`src/rtl/pwm_pkg.sv`:
```
// Shared definitions for the PWM duty-ramp blocks: FSM state encoding,
// default step/hold period counts, and the tick counter width.
package pwm_pkg;

  typedef enum logic [2:0] {
    IDLE    = 3'd0,
    UP      = 3'd1,
    HOLD_HI = 3'd2,
    DOWN    = 3'd3,
    HOLD_LO = 3'd4
  } ramp_state_e;

  localparam int DEF_STEP_PERIODS = 4;
  localparam int DEF_HOLD_PERIODS = 8;

  // Period counts are limited to 1..255, so an 8-bit counter always fits.
  localparam int TICK_CNT_W = 8;

endpackage

```
`src/rtl/period_divider.sv`:
```
// Counts PWM period ticks and flags the tick that completes 'limit' periods.
// The event is combinational so the owning FSM can act on the same tick that
// completes the count; the counter itself is the only state here.
module period_divider
  import pwm_pkg::*;
(
  input  logic                  clk,
  input  logic                  rst,
  input  logic                  clr,
  input  logic                  tick,
  input  logic [TICK_CNT_W-1:0] limit,
  output logic                  evt
);

  logic [TICK_CNT_W-1:0] cnt_q;
  logic [TICK_CNT_W-1:0] cnt_d;
  logic                  at_term;

  // evt must not depend on clr: clr is derived from the FSM next state,
  // which itself depends on evt.
  assign at_term = (cnt_q == (limit - TICK_CNT_W'(1)));
  assign evt     = tick & at_term;

  // Next count: clear on request, wrap at terminal count, else count ticks.
  always_comb begin
    cnt_d = cnt_q;
    if (clr) begin
      cnt_d = '0;
    end else if (tick) begin
      cnt_d = at_term ? '0 : cnt_q + TICK_CNT_W'(1);
    end
  end

  // Counter register.
  always_ff @(posedge clk) begin
    if (rst) begin
      cnt_q <= '0;
    end else begin
      cnt_q <= cnt_d;
    end
  end

endmodule

```
`src/rtl/duty_ramp_gen.sv`:
```
// Breathing-LED style duty ramp for a downstream PWM: ramps duty from 0 up to
// duty_max, holds, ramps back to 0, holds, and repeats. Duty only ever moves
// on a period_tick so it stays constant across each PWM period.
module duty_ramp_gen
  import pwm_pkg::*;
#(
  parameter int WIDTH        = 4,
  parameter int STEP_PERIODS = DEF_STEP_PERIODS,
  parameter int HOLD_PERIODS = DEF_HOLD_PERIODS
) (
  input  logic             clk,
  input  logic             rst,
  input  logic             en,
  input  logic             period_tick,
  input  logic [WIDTH-1:0] duty_max,
  output logic [WIDTH-1:0] duty,
  output logic             duty_valid,
  output logic             cycle_done,
  output logic [2:0]       state
);

  localparam logic [TICK_CNT_W-1:0] STEP_LIM = TICK_CNT_W'(STEP_PERIODS);
  localparam logic [TICK_CNT_W-1:0] HOLD_LIM = TICK_CNT_W'(HOLD_PERIODS);

  ramp_state_e           state_q;
  ramp_state_e           state_d;
  logic [WIDTH-1:0]      duty_q;
  logic [WIDTH-1:0]      duty_d;
  logic                  duty_valid_q;
  logic                  cycle_done_q;
  logic [TICK_CNT_W-1:0] limit;
  logic                  div_clr;
  logic                  step_evt;

  // One step up, saturating at the ceiling (computed one bit wider so the
  // increment can never wrap).
  function automatic logic [WIDTH-1:0] sat_inc(input logic [WIDTH-1:0] d,
                                               input logic [WIDTH-1:0] ceil);
    logic [WIDTH:0] nxt;
    nxt = {1'b0, d} + (WIDTH+1)'(1);
    return (nxt >= {1'b0, ceil}) ? ceil : nxt[WIDTH-1:0];
  endfunction

  // One step down, saturating at zero.
  function automatic logic [WIDTH-1:0] sat_dec(input logic [WIDTH-1:0] d);
    return (d == '0) ? '0 : d - WIDTH'(1);
  endfunction

  // Ramp states count step periods, hold states count hold periods.
  assign limit = ((state_q == UP) || (state_q == DOWN)) ? STEP_LIM : HOLD_LIM;

  // Restart the period count on every state entry; IDLE keeps it parked at 0.
  assign div_clr = (state_d != state_q) || (state_q == IDLE);

  period_divider u_div (
    .clk   (clk),
    .rst   (rst),
    .clr   (div_clr),
    .tick  (period_tick),
    .limit (limit),
    .evt   (step_evt)
  );

  // FSM next state and next duty; en low wins over any tick activity.
  always_comb begin
    state_d = state_q;
    duty_d  = duty_q;
    if (!en) begin
      state_d = IDLE;
      duty_d  = '0;
    end else begin
      case (state_q)
        IDLE: begin
          state_d = UP;
        end
        UP: begin
          if (period_tick && (duty_q >= duty_max)) begin
            // Ceiling dropped below (or to) the current duty: clamp now.
            duty_d  = duty_max;
            state_d = HOLD_HI;
          end else if (step_evt) begin
            duty_d = sat_inc(duty_q, duty_max);
            if (sat_inc(duty_q, duty_max) == duty_max) begin
              state_d = HOLD_HI;
            end
          end
        end
        HOLD_HI: begin
          if (step_evt) begin
            state_d = DOWN;
          end
        end
        DOWN: begin
          if (step_evt) begin
            duty_d = sat_dec(duty_q);
            if (sat_dec(duty_q) == '0) begin
              state_d = HOLD_LO;
            end
          end
        end
        HOLD_LO: begin
          if (step_evt) begin
            state_d = UP;
          end
        end
        default: begin
          state_d = IDLE;
          duty_d  = '0;
        end
      endcase
    end
  end

  // State, duty and the registered status pulses.
  always_ff @(posedge clk) begin
    if (rst) begin
      state_q      <= IDLE;
      duty_q       <= '0;
      duty_valid_q <= 1'b0;
      cycle_done_q <= 1'b0;
    end else begin
      state_q      <= state_d;
      duty_q       <= duty_d;
      duty_valid_q <= (duty_d != duty_q);
      cycle_done_q <= (state_q == HOLD_LO) && (state_d == UP);
    end
  end

  assign duty       = duty_q;
  assign duty_valid = duty_valid_q;
  assign cycle_done = cycle_done_q;
  assign state      = state_q;

endmodule

```
`config.mk`:
```
export PLATFORM = sky130hd
export DESIGN_NAME = duty_ramp_gen
export DESIGN_NICKNAME = d
export VERILOG_FILES = /design/src/rtl/pwm_pkg.sv /design/src/rtl/period_divider.sv /design/src/rtl/duty_ramp_gen.sv
export SDC_FILE = /design/constraint.sdc
export NUM_CORES = 1
export LEC_CHECK = 0
export ABC_AREA = 1
export ABC_CLOCK_PERIOD_IN_PS = 3000
export BUFFER_PORTS_ARGS = -buffer_cell sky130_fd_sc_hd__buf_4
export CORE_MARGIN = 2
export CORE_UTILIZATION = 45
export DETAILED_ROUTE_END_ITERATION = 10
export GPL_TIMING_DRIVEN = 0
export PLACE_DENSITY = 0.74
export REMOVE_ABC_BUFFERS = 1
export SYNTH_ARGS = -nofsm -noshare
export SYNTH_HDL_FRONTEND = slang
export SYNTH_SLANG_ARGS = --single-unit
export TNS_END_PERCENT = 5
```
`constraint.sdc`:
```
create_clock -name clk -period 3 [get_ports clk]
set_input_delay 0.15 -clock clk [delete_from_list [all_inputs] [get_ports clk]]
set_output_delay 0.15 -clock clk [all_outputs]
set_load 0.02 [all_outputs]
```
* Word level (Yosys, flattened, before mapping)
Index checks and enable logic that the tools add are counted.
Storage, ports and cells: bits in registers 17, input port bits 8
Operators by class: $lt $le $gt $ge 2, reduce and logical (&&, ||, !) cells 9, bitwise operators 1, eq/ne operators 9, add/sub/neg operators 4, mux-type cells 18
Operator list (count):
- $mux 4 | 7
- $mux 3 | 8
- $pmux 3 s5 | 1
- $pmux 4 s3 | 1
- $add 8x1->8 const B | 1
- $eq 8x8->1 | 1
- $logic_not 4->1 | 2
- $mux 8 | 1
- $eq 3x1->1 const B | 2
- $eq 3x2->1 const B | 2
- $add 4x1->5 const B | 1
- $ge 5x4->1 | 1
- $sub 4x1->5 const B | 1
- $eq 4x4->1 | 1
- $ge 4x4->1 | 1
- $ne 4x4->1 | 1
- $sub 4x1->4 const B | 1
- $eq 3x3->1 const B | 1
- $logic_not 3->1 | 1
- $ne 3x3->1 | 1
- $reduce_or 3->1 | 1
- $logic_and 1x1->1 | 2
- $logic_or 1x1->1 | 2
- $reduce_or 2->1 | 1
- $and 1x1->1 | 1

* Logic depth before layout (Yosys ltp)
depth in word-level cells 13, depth in mapped cells 21, gate-level depth less buffers 20

* Cells and area by module
From an unflattened synthesis, not the netlist that was laid out.
Second synthesis, totals: cell total of the unflattened synthesis 322, area total of the unflattened synthesis 1918.1 µm²
Modules (own cells, without submodules):
- duty_ramp_gen | area each 1184.9 µm², cells each 205, times used 1
- period_divider | area each 733.2 µm², cells each 117, times used 1

* Least setup slack after synthesis
No wires, ideal clock.
kind flip-flop to flip-flop, from register duty_q[0], in the netlist duty[0], to register duty_valid_q, in the netlist duty_valid, data required time 2873 ps, stages on the path, launching flop included 21, clock period less this slack 2677 ps, path slack 323 ps, buffers on the path 1, data arrival time 2549 ps, path through dfxtp_1 -> clkbuf_2 -> inv_1 -> ha_1 -> ha_1 -> nand3_1 -> nand2_1 -> nand2_1 -> nand2_1 -> nand2_1 -> o21ai_0 -> o21ai_0 -> nand2_1 -> nand2_1 -> nand2_1 -> nand2_1 -> nand2_1 -> nand2_1 -> nand2_1 -> nor2_1 -> nor2_1
On the way: longest elaborated chain between the ends 8, elaborated cells on any way between the ends 14, those cells by class 2 x add/sub; 2 x order compare; 1 x eq/ne; 7 x mux; 2 x reduce/logical
RTL lines:
- start: declaration | RTL line duty_ramp_gen.sv:27 | logic [WIDTH-1:0] duty_q;
- start signal: assignment | RTL line duty_ramp_gen.sv:123 | duty_q <= duty_d;
- $add 4x1->5 | RTL line duty_ramp_gen.sv:40 | nxt = {1'b0, d} + (WIDTH+1)'(1);
- $ge 5x4->1 | RTL line duty_ramp_gen.sv:41 | return (nxt >= {1'b0, ceil}) ? ceil : nxt[WIDTH-1:0];
- $mux 4 | RTL line duty_ramp_gen.sv:41
- $mux 4 | RTL line duty_ramp_gen.sv:81 | end else if (step_evt) begin
- $mux 4 | RTL line duty_ramp_gen.sv:77 | if (period_tick && (duty_q >= duty_max)) begin
- $pmux 4 s3 | RTL line duty_ramp_gen.sv:72 | case (state_q)
- $mux 4 | RTL line duty_ramp_gen.sv:68 | if (!en) begin
- $ne 4x4->1 * | RTL line duty_ramp_gen.sv:124 | duty_valid_q <= (duty_d != duty_q);
- end signal: assignment | RTL line duty_ramp_gen.sv:124
- end: declaration | RTL line duty_ramp_gen.sv:29 | logic duty_valid_q;
Mark *: on every way between the ends. The rest lies on a longest branch, timed or not. A chain may end at the register's enable or synchronous reset.

* Worst setup path in the final report
Ends and elaborated chain as after synthesis.

==> results.rst <==
.. list-table::
   :header-rows: 1

   * - Metric
     - Value
   * - H-Tree Depth
     - 1
   * - Run status
     - complete, no violations
   * - Peak fanout along the critical path
     - 11
   * - Max-cap violation count
     - 0
   * - Leakage power of the design
     - roughly 0.92 nW
   * - Part of the Yosys area used for sequential elements
     - about a fifth
   * - Total number of yosys warnings
     - 0
   * - Routed WL
     - around 3700 µm
   * - Fraction of final layout cells with drive strength greater than 1
     - between 20% and 30%
   * - FF-to-FF path depth
     - 19
   * - Most repeated library cell on the critical path
     - nand2_1
   * - Worst setup timing slack at the placement stage
     - -68.7 ps
   * - Post-synthesis cell count
     - approximately 260
   * - Critical Path RT
     - 3150 ps
   * - Final Hold Viols
     - 0
   * - Overall via count from detail_route
     - roughly 1,600
   * - FILL cells
     - 373
   * - Category of cells accounting for the largest share of critical-path delay
     - simple AND/OR/NAND/NOR gates
   * - Largest buffer count on any clock path
     - 2
   * - List of cells traversed by the critical path
     - inv_1 > ha_4 > ha_1 > nand3_1 > nand2_1 > nand2_2 > nand2_1 > nand2_1 > o21ai_0 > o21ai_0 > nand2_1 > nand2_1 > nand2_1 > nand2_1 > nand2_1 > nand2_1 > nand2_1 > nor2_1 > nor2_1
   * - Slowest cell on crit path
     - dfxtp_4
   * - Total power divided by cell area
     - ~250 nW/µm²
   * - Critical Path Sink Type
     - register
   * - Synth top area cells
     - dfxtp_1 21%, nand2_1 18%, ha_1 8.3%, nand3_1 6.4%, nor2_1 6.1%
   * - Global routing usage summed across all routing layers
     - 18.4%
   * - Residual overflow from global routing
     - 0
   * - CP Depth
     - 19
   * - Delay of the slowest cell on the worst path
     - around 400 ps
   * - PnR worst setup slack
     - approximately 370 ps
   * - Worst Hold Path Cells
     - 2
   * - Core area
     - 3610 µm²
   * - Area growth from synthesis to layout
     - 14.1%
   * - Type of the most critical hold path
     - primary input to register
   * - Routed vias/inst
     - around 4.9
   * - Syn_area_per_cell
     - around 6.3 µm²
   * - Root Buffer
     - clkbuf_8
   * - Effective utilization at floorplan
     - approximately 46%
   * - Synthesized flop and latch total
     - 17
   * - Die extent in x
     - approximately 65 µm
   * - Shortest clock period the worst path allows after layout
     - approximately 2600 ps
   * - Die span in y
     - about 65 µm
   * - Worst-case clock skew
     - around 3.3 ps
   * - Power, Total
     - ~0.47 mW
   * - Number of detailed-routing iterations run before antenna repair
     - 4
   * - Total die area
     - between 4000 and 5000 µm²
   * - CP startpoint kind
     - register
   * - Slew headroom
     - around 70%
   * - Buf/Inv on CP
     - 1
   * - Setup TNS after final layout
     - 0 ps
   * - Clock tree from TritonCTS
     - built
   * - Number of global-route vias before repair
     - approximately 1,400
   * - Largest area contributor in the synthesized netlist
     - dfxtp_1
   * - Unrepaired setup endpoints after global routing
     - no
   * - Number of antenna violations at the first check in global routing
     - 0
   * - Floorplan row count
     - 22
   * - Largest net degree at the start of global routing
     - 16
   * - Final setup fails
     - 0
   * - Detailed-route wire length per cell
     - around 11 µm
   * - Critical path data arrival time
     - approximately 2800 ps
   * - Routability congestion estimate
     - ~0.94
   * - Clk Latency, worst-skew pair
     - between 200 and 300 ps
   * - Top-area cell type share of the netlist area
     - about a fifth
   * - Clk sinks
     - 17
   * - Number of nets in the finished design
     - 300
   * - Finished Cell Area
     - about 1900 µm²
   * - Post-synthesis instance area
     - about 1700 µm²
   * - HPWL after detailed placement
     - roughly 2800 µm
   * - Total of buffers placed on input and output ports
     - 16
   * - Unique masters post-synth
     - 35
   * - Fin crit share
     - 87.8%
   * - Category of the critical setup timing path
     - register to register
   * - Global-route wire length before repair
     - 6100 µm
   * - TritonCTS Buffers
     - 3
   * - Number of diodes
     - 0
   * - 1st-iter DRT viols
     - 61
   * - Worst Max-Slew Pin Slew
     - 453 ps
   * - Fin. max-slew vios
     - 0
   * - Area of placed instances
     - roughly 1800 µm²
   * - VDD IR max
     - between 200 and 300 µV
   * - Clock transition at the registers of the reported paths
     - approximately 60 ps
   * - Achievable Freq
     - between 300 and 400 MHz
   * - IO Count
     - 17
   * - Remaining number of nets flagged by the antenna check after routing
     - 0
   * - DRC Markers
     - 0
cell type report:
type                       count  area, µm²  area share (%)
sequential                    17        348            18.5
clock buffer                   4       45.0            2.39
inverter                      32        120            6.37
tap                           48       60.1            3.19
timing repair buffer          17        128            6.77
multi-input combinational    210       1180            62.8
power by group:
part	internal [mW]	switching, mW	leakage [nW]
combinational	0.0265	0.0469	0.754
clock	0.0942	0.0730	0.0228
sequential	0.226	0.00263	0.139
total	0.346	0.122	0.916
metrics by stage:
stage | util, % | hold slack (ps) | cells
floorplan | - | 222 | 259
global placement | 50.1 | 411 | 323
detailed placement | 50.1 | 414 | 323
CTS | 51.4 | 140 | 327
global route | 52.3 | 155 | 328
finish | 52.3 | 142 | 328
layout by cell type, fill, tap and decap left out, types with 3 or more instances in the layout:
master and count:
ha_1 9, buf_4 17, clkbuf_8 3, nand2_1 77, nor2_1 27, nand4_1 13, o21ai_0 12, xor2_1 4
o21ai_1 3, inv_2 8, nor2_2 10, a21oi_1 4, nand2_2 6, inv_1 24, dfxtp_1 15, nand3_2 5
nand3_1 21
routing by layer:
metal / GRT usage [%] / wire length [µm] / vias to the layer above / share of wire [%]
met3: 1.56 / 94 / 4 / 2.6
met2: 31.9 / 1720 / 21 / 47
met1: 23.5 / 1810 / 707 / 49
li1: - / - / 891 / -
met5: 0 / 0 / - / 0
met4: 7.18 / 46 / 0 / 1.3
synthesized netlist by cell type (all sizes together):
| library cell | count |
|---|---|
| a22oi | 1 |
| a21boi | 1 |
| nand4 | 13 |
| a21oi | 5 |
| nand3 | 26 |
| inv | 32 |
| a31oi | 1 |
| o211ai | 1 |
| o21bai | 1 |
| o21ai | 15 |
| o22ai | 1 |
| clkbuf | 3 |
| nor3 | 3 |
| xor2 | 6 |
| buf | 2 |
| dfxtp | 17 |
| and3 | 1 |
| nand3b | 1 |
| nor2 | 38 |
| ha | 11 |
| nand2 | 85 |
cell families (layout without fill, tap and decap cells):
logic type	after synthesis	after routing	synth area share [%]
buf+inv	37	53	8.79
simple gates	167	167	48.6
flops	17	17	20.6
fa+ha+maj	11	11	8.33
xor+xnor	6	6	4.77
compound gates	26	26	8.86
sequential cells by signal (all words and copies together), names as in the netlist:
| name | cells |
|---|---|
| duty_valid | 1 |
| state | 3 |
| u_div.cnt_q | 8 |
| duty | 4 |
| cycle_done | 1 |
timing repair:
action                     in CTS  in global routing
pin swaps                       0                  0
hold buffers                    0                  0
hold endpoints to repair        0                  0
resized for setup               1                  6
buffers inserted                0                  1
setup endpoints to repair       8                 12
final timing paths:
path | slack, ps | endpoint | startpoint
worst max-delay path | 370 | duty_valid$_SDFF_PP0_ | duty[0]$_SDFF_PP0_
worst min register to register | 540 | u_div.cnt_q[6]$_SDFFE_PP0P_ | u_div.cnt_q[6]$_SDFFE_PP0P_
worst max register to register | 370 | duty_valid$_SDFF_PP0_ | duty[0]$_SDFF_PP0_
worst min-delay path | 140 | duty[0]$_SDFF_PP0_ | rst
Note: power is estimated with default switching activity, not from simulation.
